<file path="src/rtl/legv8_exec_ctrl_pkg.sv">
// Shared constants and types for the LEGv8 decode/execute slice.
// Covers opcodes, ALU operation codes, ALUOp encodings and the control-strobe bundle.
package legv8_exec_ctrl_pkg;

    localparam logic [10:0] OP_ADD  = 11'b10001011000;
    localparam logic [10:0] OP_SUB  = 11'b11001011000;
    localparam logic [10:0] OP_AND  = 11'b10001010000;
    localparam logic [10:0] OP_ORR  = 11'b10101010000;
    localparam logic [10:0] OP_LDUR = 11'b11111000010;
    localparam logic [10:0] OP_STUR = 11'b11111000000;
    // CBZ matches on instr[31:24]; instr[23:21] belong to the branch offset.
    localparam logic [7:0]  OP_CBZ  = 8'b10110100;

    typedef enum logic [3:0] {
        ALU_AND   = 4'b0000,
        ALU_ORR   = 4'b0001,
        ALU_ADD   = 4'b0010,
        ALU_SUB   = 4'b0110,
        ALU_PASSB = 4'b0111,
        ALU_NOR   = 4'b1100
    } alu_op_e;

    typedef enum logic [1:0] {
        ALUOP_MEM    = 2'b00,
        ALUOP_CBZ    = 2'b01,
        ALUOP_RTYPE  = 2'b10,
        ALUOP_RTYPE2 = 2'b11
    } aluop_e;

    typedef struct packed {
        logic   reg2loc;
        logic   alusrc;
        logic   memtoreg;
        logic   regwrite;
        logic   memread;
        logic   memwrite;
        logic   branch;
        aluop_e aluop;
    } ctrl_t;

endpackage

</file>
<file path="src/rtl/legv8_exec_ctrl_if.sv">
// Datapath-facing signal bundle of the LEGv8 decode/execute slice.
// The master drives opcode and operands; the slave returns strobes and ALU results.
interface legv8_exec_ctrl_if #(
    parameter int unsigned XLEN = 64
);
    logic [10:0]     opcode;
    logic [XLEN-1:0] alu_a;
    logic [XLEN-1:0] alu_b;
    logic            reg2loc;
    logic            alusrc;
    logic            memtoreg;
    logic            regwrite;
    logic            memread;
    logic            memwrite;
    logic            branch;
    logic [1:0]      aluop;
    logic [3:0]      alu_ctl;
    logic [XLEN-1:0] alu_result;
    logic            zero;
    logic            pc_src;
    logic [XLEN-1:0] result_q;
    logic            zero_q;

    modport master (
        output opcode, alu_a, alu_b,
        input  reg2loc, alusrc, memtoreg, regwrite, memread, memwrite, branch, aluop,
        input  alu_ctl, alu_result, zero, pc_src, result_q, zero_q
    );

    modport slave (
        input  opcode, alu_a, alu_b,
        output reg2loc, alusrc, memtoreg, regwrite, memread, memwrite, branch, aluop,
        output alu_ctl, alu_result, zero, pc_src, result_q, zero_q
    );
endinterface

</file>
<file path="src/rtl/legv8_alu_core.sv">
// Combinational 64-bit LEGv8 ALU with zero detect.
// Undefined operation codes yield a zero result.
module legv8_alu_core
    import legv8_exec_ctrl_pkg::*;
#(
    parameter int unsigned XLEN = 64
) (
    input  logic [3:0]      i_ctl,
    input  logic [XLEN-1:0] i_a,
    input  logic [XLEN-1:0] i_b,
    output logic [XLEN-1:0] o_result,
    output logic            o_zero
);

    logic [XLEN-1:0] w_result;

    always_comb begin
        w_result = '0;
        case (i_ctl)
            ALU_AND:   w_result = i_a & i_b;
            ALU_ORR:   w_result = i_a | i_b;
            ALU_ADD:   w_result = i_a + i_b;
            ALU_SUB:   w_result = i_a - i_b;
            ALU_PASSB: w_result = i_b;
            ALU_NOR:   w_result = ~(i_a | i_b);
            default:   w_result = '0;
        endcase
    end

    assign o_result = w_result;
    assign o_zero   = (w_result == '0);

endmodule

</file>
<file path="src/rtl/legv8_exec_ctrl.sv">
// LEGv8 single-cycle decode + execute slice: main controller, ALU-control decoder, ALU,
// and a status register holding the last result and zero flag.
module legv8_exec_ctrl
    import legv8_exec_ctrl_pkg::*;
#(
    parameter int unsigned XLEN = 64
) (
    input  logic           clk,
    input  logic           reset_n,
    legv8_exec_ctrl_if.slave bus
);

    ctrl_t           w_ctrl_dec;
    ctrl_t           w_ctrl;
    alu_op_e         w_alu_ctl;
    logic [XLEN-1:0] w_alu_result;
    logic            w_zero;
    logic [XLEN-1:0] r_result_q;
    logic            r_zero_q;

    always_comb begin
        w_ctrl_dec = '0;
        if (bus.opcode[10:3] == OP_CBZ) begin
            w_ctrl_dec.reg2loc = 1'b1;
            w_ctrl_dec.branch  = 1'b1;
            w_ctrl_dec.aluop   = ALUOP_CBZ;
        end else begin
            case (bus.opcode)
                OP_ADD, OP_SUB, OP_AND, OP_ORR: begin
                    w_ctrl_dec.regwrite = 1'b1;
                    w_ctrl_dec.aluop    = ALUOP_RTYPE;
                end
                OP_LDUR: begin
                    w_ctrl_dec.alusrc   = 1'b1;
                    w_ctrl_dec.memtoreg = 1'b1;
                    w_ctrl_dec.regwrite = 1'b1;
                    w_ctrl_dec.memread  = 1'b1;
                    w_ctrl_dec.aluop    = ALUOP_MEM;
                end
                OP_STUR: begin
                    w_ctrl_dec.reg2loc  = 1'b1;
                    w_ctrl_dec.alusrc   = 1'b1;
                    w_ctrl_dec.memwrite = 1'b1;
                    w_ctrl_dec.aluop    = ALUOP_MEM;
                end
                default: w_ctrl_dec = '0;
            endcase
        end
    end

    // Strobes are gated during reset, but the ALU keeps decoding from the raw ALUOp.
    assign w_ctrl = reset_n ? w_ctrl_dec : '0;

    always_comb begin
        w_alu_ctl = ALU_ADD;
        case (w_ctrl_dec.aluop)
            ALUOP_MEM: w_alu_ctl = ALU_ADD;
            ALUOP_CBZ: w_alu_ctl = ALU_PASSB;
            default: begin
                case (bus.opcode)
                    OP_SUB:  w_alu_ctl = ALU_SUB;
                    OP_AND:  w_alu_ctl = ALU_AND;
                    OP_ORR:  w_alu_ctl = ALU_ORR;
                    default: w_alu_ctl = ALU_ADD;
                endcase
            end
        endcase
    end

    legv8_alu_core #(
        .XLEN (XLEN)
    ) u_alu_core (
        .i_ctl    (w_alu_ctl),
        .i_a      (bus.alu_a),
        .i_b      (bus.alu_b),
        .o_result (w_alu_result),
        .o_zero   (w_zero)
    );

    always_ff @(posedge clk) begin
        if (!reset_n) begin
            r_result_q <= '0;
            r_zero_q   <= 1'b0;
        end else begin
            r_result_q <= w_alu_result;
            r_zero_q   <= w_zero;
        end
    end

    assign bus.reg2loc    = w_ctrl.reg2loc;
    assign bus.alusrc     = w_ctrl.alusrc;
    assign bus.memtoreg   = w_ctrl.memtoreg;
    assign bus.regwrite   = w_ctrl.regwrite;
    assign bus.memread    = w_ctrl.memread;
    assign bus.memwrite   = w_ctrl.memwrite;
    assign bus.branch     = w_ctrl.branch;
    assign bus.aluop      = w_ctrl.aluop;
    assign bus.alu_ctl    = w_alu_ctl;
    assign bus.alu_result = w_alu_result;
    assign bus.zero       = w_zero;
    assign bus.pc_src     = w_ctrl.branch & w_zero;
    assign bus.result_q   = r_result_q;
    assign bus.zero_q     = r_zero_q;

endmodule

</file>
<file path="src/flat_wrapper.sv">
// flat-port wrapper written by rule: the top's interface ports become plain ports
module legv8_exec_ctrl_flat import legv8_exec_ctrl_pkg::*;
#(
    parameter int unsigned XLEN = 64
)
  (clk, reset_n, bus_opcode, bus_alu_a, bus_alu_b, bus_reg2loc, bus_alusrc, bus_memtoreg, bus_regwrite, bus_memread, bus_memwrite, bus_branch, bus_aluop, bus_alu_ctl, bus_alu_result, bus_zero, bus_pc_src, bus_result_q, bus_zero_q);
  legv8_exec_ctrl_if #(.XLEN(XLEN)) bus_i ();
  input  logic clk;
  input  logic reset_n;
  input wire logic [$bits(bus_i.opcode)-1:0] bus_opcode;
  input wire logic [$bits(bus_i.alu_a)-1:0] bus_alu_a;
  input wire logic [$bits(bus_i.alu_b)-1:0] bus_alu_b;
  output wire logic [$bits(bus_i.reg2loc)-1:0] bus_reg2loc;
  output wire logic [$bits(bus_i.alusrc)-1:0] bus_alusrc;
  output wire logic [$bits(bus_i.memtoreg)-1:0] bus_memtoreg;
  output wire logic [$bits(bus_i.regwrite)-1:0] bus_regwrite;
  output wire logic [$bits(bus_i.memread)-1:0] bus_memread;
  output wire logic [$bits(bus_i.memwrite)-1:0] bus_memwrite;
  output wire logic [$bits(bus_i.branch)-1:0] bus_branch;
  output wire logic [$bits(bus_i.aluop)-1:0] bus_aluop;
  output wire logic [$bits(bus_i.alu_ctl)-1:0] bus_alu_ctl;
  output wire logic [$bits(bus_i.alu_result)-1:0] bus_alu_result;
  output wire logic [$bits(bus_i.zero)-1:0] bus_zero;
  output wire logic [$bits(bus_i.pc_src)-1:0] bus_pc_src;
  output wire logic [$bits(bus_i.result_q)-1:0] bus_result_q;
  output wire logic [$bits(bus_i.zero_q)-1:0] bus_zero_q;
  assign bus_i.opcode = bus_opcode;
  assign bus_i.alu_a = bus_alu_a;
  assign bus_i.alu_b = bus_alu_b;
  assign bus_reg2loc = bus_i.reg2loc;
  assign bus_alusrc = bus_i.alusrc;
  assign bus_memtoreg = bus_i.memtoreg;
  assign bus_regwrite = bus_i.regwrite;
  assign bus_memread = bus_i.memread;
  assign bus_memwrite = bus_i.memwrite;
  assign bus_branch = bus_i.branch;
  assign bus_aluop = bus_i.aluop;
  assign bus_alu_ctl = bus_i.alu_ctl;
  assign bus_alu_result = bus_i.alu_result;
  assign bus_zero = bus_i.zero;
  assign bus_pc_src = bus_i.pc_src;
  assign bus_result_q = bus_i.result_q;
  assign bus_zero_q = bus_i.zero_q;
  legv8_exec_ctrl #(.XLEN(XLEN)) u_core (.clk(clk), .reset_n(reset_n), .bus(bus_i));
endmodule
</file>
<file path="config.mk">
export PLATFORM = sky130hd
export DESIGN_NAME = legv8_exec_ctrl_flat
export DESIGN_NICKNAME = d
export VERILOG_FILES = /design/src/rtl/legv8_exec_ctrl_pkg.sv /design/src/rtl/legv8_exec_ctrl_if.sv /design/src/rtl/legv8_alu_core.sv /design/src/rtl/legv8_exec_ctrl.sv /design/src/flat_wrapper.sv
export SDC_FILE = /design/constraint.sdc
export NUM_CORES = 1
export LEC_CHECK = 0
export CORE_MARGIN = 2
export CORE_UTILIZATION = 51
export CTS_BUF_LIST = sky130_fd_sc_hd__clkbuf_4
export DETAILED_ROUTE_END_ITERATION = 8
export PLACE_DENSITY = 0.89
export SLEW_MARGIN = 0
export SYNTH_ARGS = -nofsm -noshare
export SYNTH_HDL_FRONTEND = slang
export SYNTH_HIERARCHICAL = 1
export SYNTH_SLANG_ARGS = --single-unit
</file>
<file path="constraint.sdc">
create_clock -name clk -period 12 [get_ports clk]
set_clock_uncertainty 0.2 [all_clocks]
set_input_delay 1.8 -clock clk [delete_from_list [all_inputs] [get_ports clk]]
set_output_delay 1.8 -clock clk [all_outputs]
set_load 0.005 [all_outputs]
</file>
* After elaboration in Yosys (flattened, before gate mapping)
Index checks and enable logic that the tools add are counted.
** Cells by class
- $add $sub $neg :: 2
- Equal/unequal tests :: 13
- Muxes and demuxes :: 12
- Bitwise logic cells :: 4
- Reduce and logical (&&, ||, !) cells :: 6
** Operator list (number)
- 64-bit one-hot mux with 6 select lines :: 1
- 11-bit == test, second input constant :: 6
- 64-bit adder :: 1
- 64-bit AND :: 1
- 64-bit zero test :: 1
- 64-bit inverter :: 1
- 64-bit OR :: 1
- 64-bit subtractor :: 1
- 9-bit two-way mux :: 1
- 3-bit one-hot mux with 3 select lines :: 1
- 4-bit by 3-bit == test with 1-bit output, second input constant :: 2
- 8-bit == test, second input constant :: 1
- 4-bit one-hot mux with 2 select lines :: 1
- 1-bit two-way mux :: 5
- 5-bit two-way mux :: 1
- 5-bit OR reduction :: 1
- 4-bit by 1-bit == test with 1-bit output, second input constant :: 1
- 4-bit by 2-bit == test with 1-bit output, second input constant :: 1
- 4-bit == test, second input constant :: 1
- 4-bit zero test :: 1
- 4-bit OR reduction :: 1
- 3-bit two-way mux :: 1
- 2-bit by 1-bit == test with 1-bit output, second input constant :: 1
- 2-bit zero test :: 1
- 3 further kinds :: 3
** Word-level totals
- Register bits after elaboration :: 65
- Input port bits :: 141

* Longest topological paths before layout
- Word-level depth :: 10
- Mapped depth :: 29
- Mapped depth without buffers :: 27

* By module
Netlist, hierarchy kept.
** By module, submodules not included
- legv8_alu_core :: instances 1, cells each 1312, area an instance 8557.0 µm²
- legv8_exec_ctrl :: instances 1, cells each 169, area an instance 1945.6 µm²

* Least setup slack after synthesis
No wires, ideal clock.
- Kind :: input to output
- Start :: in bus_opcode[2]
- End :: out bus_pc_src
- Arrival :: 8.650 ns
- Data required time :: 10.000 ns
- Path slack :: 1.350 ns
- Cell stages on the path :: 27
- Path buffers :: 7
- Cells stage by stage :: nor4b_4 -> nand2_2 -> o31ai_2 -> clkbuf_1 -> buf_2 -> buf_1 -> clkbuf_1 -> clkbuf_1 -> buf_1 -> nand2_1 -> clkbuf_1 -> o21ai_0 -> fa_1 -> nor2b_4 -> o31a_4 -> a221oi_4 -> nor2_2 -> or3_1 -> a31o_1 -> or4_1 -> a211o_1 -> or4_4 -> nor4b_2 -> nand4b_1 -> nor4_2 -> and2_1 -> nor2b_1
** On the way
- Cells in the longest elaborated chain, start to end :: 10
- Elaborated cells between the ends (all ways) :: 20
** Ends and longest elaborated chain
- start, declared :: line flat_wrapper.sv:10 : input wire logic [$bits(bus_i.opcode)-1:0] bus_opcode;
- 11-bit == test (on tied branches) :: line legv8_exec_ctrl.sv:28, legv8_exec_ctrl.sv:60
- 4-bit OR reduction
- 2-bit two-way mux :: line legv8_exec_ctrl.sv:28 : case (bus.opcode)
- 3-bit two-way mux :: line legv8_exec_ctrl.sv:23 : if (bus.opcode[10:3] == OP_CBZ) begin
- 2-bit by 1-bit == test with 1-bit output / 2-bit zero test (equally long branches) :: line legv8_exec_ctrl.sv:56 : case (w_ctrl_dec.aluop)
- 4-bit one-hot mux with 2 select lines * :: line legv8_exec_ctrl.sv:56
- via bus_alu_ctl[2] :: line flat_wrapper.sv:21 : output wire logic [$bits(bus_i.alu_ctl)-1:0] bus_alu_ctl;
- 4-bit == test, or another cell as far along :: line legv8_alu_core.sv:19 : case (i_ctl)
- 64-bit one-hot mux with 6 select lines * :: line legv8_alu_core.sv:19
- via bus_alu_result[28] :: line flat_wrapper.sv:22 : output wire logic [$bits(bus_i.alu_result)-1:0] bus_alu_result;
- 64-bit zero test * :: line legv8_alu_core.sv:31 : assign o_zero = (w_result == '0);
- via bus_zero :: line flat_wrapper.sv:23 : output wire logic [$bits(bus_i.zero)-1:0] bus_zero;
- 1-bit AND * :: line legv8_exec_ctrl.sv:101 : assign bus.pc_src = w_ctrl.branch & w_zero;
- end, declared :: line flat_wrapper.sv:24 : output wire logic [$bits(bus_i.pc_src)-1:0] bus_pc_src;
Mark *: on every way through the listed nets, which the timed path passes. The rest lies on a longest branch.

* Worst setup path after layout
- Start :: in bus_alu_b[5]
- End :: out bus_pc_src
** On the way
- Cells in the longest elaborated chain, start to end :: 5
- Elaborated cells between the ends (all ways) :: 8
** Ends and longest elaborated chain
- start, declared :: line flat_wrapper.sv:12 : input wire logic [$bits(bus_i.alu_b)-1:0] bus_alu_b;
- parallel branches: the longest is 2 deep, another holds 64-bit subtractor
- 64-bit one-hot mux with 6 select lines * :: line legv8_alu_core.sv:19
- 64-bit zero test * :: line legv8_alu_core.sv:31
- 1-bit AND * :: line legv8_exec_ctrl.sv:101
Mark *: on every way between the ends.

==> impl_metrics.env <==
export IMPL_core_sq_um=20200
export IMPL_antenna_found_initial=4
export IMPL_drv_slew=62
export IMPL_finalSetupViolCount=0
export IMPL_met1_length_um=18800
export IMPL_fin_ws_ps=205
export IMPL_irDropWorstVdd_mv=0.0655
export IMPL_drc_errors=0
export IMPL_vias_per_cell=6.67
export IMPL_cts_buffer_depth=2
export IMPL_synth_seq_cells=65
export IMPL_root_buffer="clkbuf_4"
export IMPL_htreeDepth=3
export IMPL_tns_ps=0
export IMPL_fmax_mhz=84.8
export IMPL_overflow=0
export IMPL_numCtsBuffers=9
export IMPL_cpMostUsedCell="buf_4"
export IMPL_rsz0062_at_grt="false"
export IMPL_wl_per_cell_um=24.0
export IMPL_cts_tree="yes"
export IMPL_die_h_um=148
export IMPL_period_share_pct=98.3
export IMPL_fin_area_sq_um=14100
export IMPL_arrival_ps=9790
export IMPL_area_growth_pct=34.6
export IMPL_rows=52
export IMPL_place_area_sq_um=13900
export IMPL_path_clk_slew_ps=130
export IMPL_maxCapViolCount=0
export IMPL_period_minus_slack_ps=11790
export IMPL_yosys_warnings=6
export IMPL_drtIter0Drc=1656
export IMPL_p_comb_share_pct=59.8
export IMPL_cp_start_kind="primary input"
export IMPL_fillers=1665
export IMPL_swShare_pct=40.6
export IMPL_die_area_sq_um=21800
export IMPL_worstMarginPinSlew_ps=8730
export IMPL_grt_max_degree=68
export IMPL_die_w_um=148
export IMPL_cts_repair_resized=0
export IMPL_vias=13529
export IMPL_required_ps=10000
export IMPL_syn_cell_area_sq_um=10500
export IMPL_clockPowerShare_pct=18.0
export IMPL_max_slew_margin_pct=-484
export IMPL_ctsHoldBuffers=0
export IMPL_power_mw=1.08
export IMPL_routabilityCongestion=1.10
export IMPL_hold_slack_ps=1890
export IMPL_grt_pass1_vias=12538
export IMPL_drive_above_1_share_pct=8.09
export IMPL_routed_top_layer="met5"
export IMPL_report_final_hold_viol_count=0
export IMPL_final_util_pct=69.9
export IMPL_internal_power_mw=0.643
export IMPL_syn_inst=1481
export IMPL_cts_setup_buffers=0
export IMPL_grt_first_pass_wirelength_um=73200
export IMPL_hp_start="reset_n"
export IMPL_path_max_fanout=6
export IMPL_p_sw_mw=0.439
export IMPL_max_stage_delay_ps=1010
export IMPL_crit_start="bus_alu_b[5]"
export IMPL_async_flop_share_pct=0
export IMPL_pre_cts_ws_ps=406
export IMPL_io_buffers=283
export IMPL_crit_type="in2out"
export IMPL_cpMaxStageDelayCell="a2111oi_1"
export IMPL_ant_nets=0
export IMPL_synth_distinct_cells=89
export IMPL_min_to="u_core/bus.result_q[15]"
export IMPL_wl_met3_um=6460
export IMPL_outcome="finished with violations"
export IMPL_ys_seq_area_share_pct=12.4
export IMPL_synth_edf_count=0
export IMPL_drt_total_wl_um=48800
export IMPL_synth_avg_cell_area_sq_um=7.09
export IMPL_grt_use_total_pct=43.0
export IMPL_dp_hpwl_um=38700
export IMPL_layout_nets=1959
export IMPL_power_leakage_nw=5.50
export IMPL_cts_sinks=65
export IMPL_instances_no_fill=2029
export IMPL_endpoint_kind="output pin"
export IMPL_synth_top_flop_cell="dfxtp_1"
export IMPL_hold_depth=2
export IMPL_violations="max-slew violations"
export IMPL_firstDrtPassIters=7
export IMPL_seq_power_share_pct=22.2
export IMPL_place_inst=2010
export IMPL_route_met2_wl_um=21300
export IMPL_p_per_area_nw_per_um2=76.6
export IMPL_io_pins=285
export IMPL_worstHoldPathType="in2reg"
export IMPL_start_util_pct=51.9
-- power groups by stage --
stage / Clock (mW) / Combinational (mW) / Sequential (mW)
after floorplan: 0 / 0.299 / 0.247
after global placement: 0 / 0.617 / 0.244
after detailed placement: 0 / 0.621 / 0.245
after CTS: 0.197 / 0.625 / 0.240
after global routing: 0.206 / 0.683 / 0.241
final: 0.195 / 0.647 / 0.240
-- cells in the final DEF, fill, tap and decap left out, types with 39 or more instances in the layout --
cell / Yosys / routed
and2_1: 73 / 73
xnor2_1: 52 / 52
dfxtp_1: 65 / 65
buf_4: 4 / 92
nand4_1: 41 / 41
maj3_1: 61 / 61
nand2_1: 116 / 116
a22oi_1: 52 / 52
nor2_1: 139 / 138
a21oi_1: 95 / 95
clkdlybuf4s50_1: 0 / 282
a22o_1: 54 / 54
nor3_1: 40 / 39
xor2_1: 54 / 54
ha_1: 66 / 66
o21ai_0: 91 / 90
-- area by class of cell --
cell class / instances / area (sq um) / share of cell area [%]
diodes: 3 / 7.51 / 0.0531
clock buffers: 10 / 75.1 / 0.531
clock inverters: 6 / 116 / 0.823
inverters: 27 / 101 / 0.717
multi-input cells: 1272 / 8660 / 61.2
flip-flops and latches: 65 / 1300 / 9.21
well taps: 270 / 338 / 2.39
repair buffers: 376 / 3540 / 25.0
-- how the worst max path moves through the flow --
stage / end / slack (ps)
CTS: bus_pc_src / 390
global placement: bus_pc_src / 300
floorplan: bus_pc_src / 1350
detailed placement: bus_pc_src / 410
finish: bus_pc_src / 210
global route: bus_pc_src / 50
-- per-layer routing --
layer,track usage [%],vias up
li1,-,6066
met1,55.6,6254
met2,68.2,1024
met3,11.1,183
met4,17.2,2
met5,0,-
-- kinds of logic (layout without fill, tap and decap cells) --
group / count (synthesis) / count (layout) / share of synthesized area [%]
AO/OA/AOI/OAI: 499 / 499 / 33.1
XOR/XNOR: 106 / 106 / 8.84
adder cells (fa/ha/maj): 128 / 128 / 13.9
buffers and inverters: 148 / 419 / 5.65
flip-flops: 65 / 65 / 12.4
multiplexers: 1 / 1 / 0.0953
other: 1 / 8 / 0.0357
AND/OR/NAND/NOR: 533 / 533 / 26.1
-- worst max-delay path, delay by kind of cell --
family / cells / cell delay [ps]
AO/OA/AOI/OAI: 4 / 1850
buffers and inverters: 5 / 1610
adder cells (fa/ha/maj): 1 / 330
AND/OR/NAND/NOR: 14 / 3840
XOR/XNOR: 2 / 350
-- sequential cells by signal, summed over array words and instances, names as in the netlist --
| name | cells |
|---|---|
| u_core/bus.zero_q | 1 |
| u_core/bus.result_q | 64 |
-- synth_stat cells, drive strengths merged (52+ instances only) --
master	count	area, sq um
nand2	117	442
clkbuf	85	319
nor2	140	528
o21ai	100	500
maj3	61	611
xor2	54	473
a22oi	52	390
xnor2	52	455
a21oi	95	475
ha	66	826
a22o	54	473
and2	73	457
dfxtp	65	1300
Power figures use the tool's default switching activity.
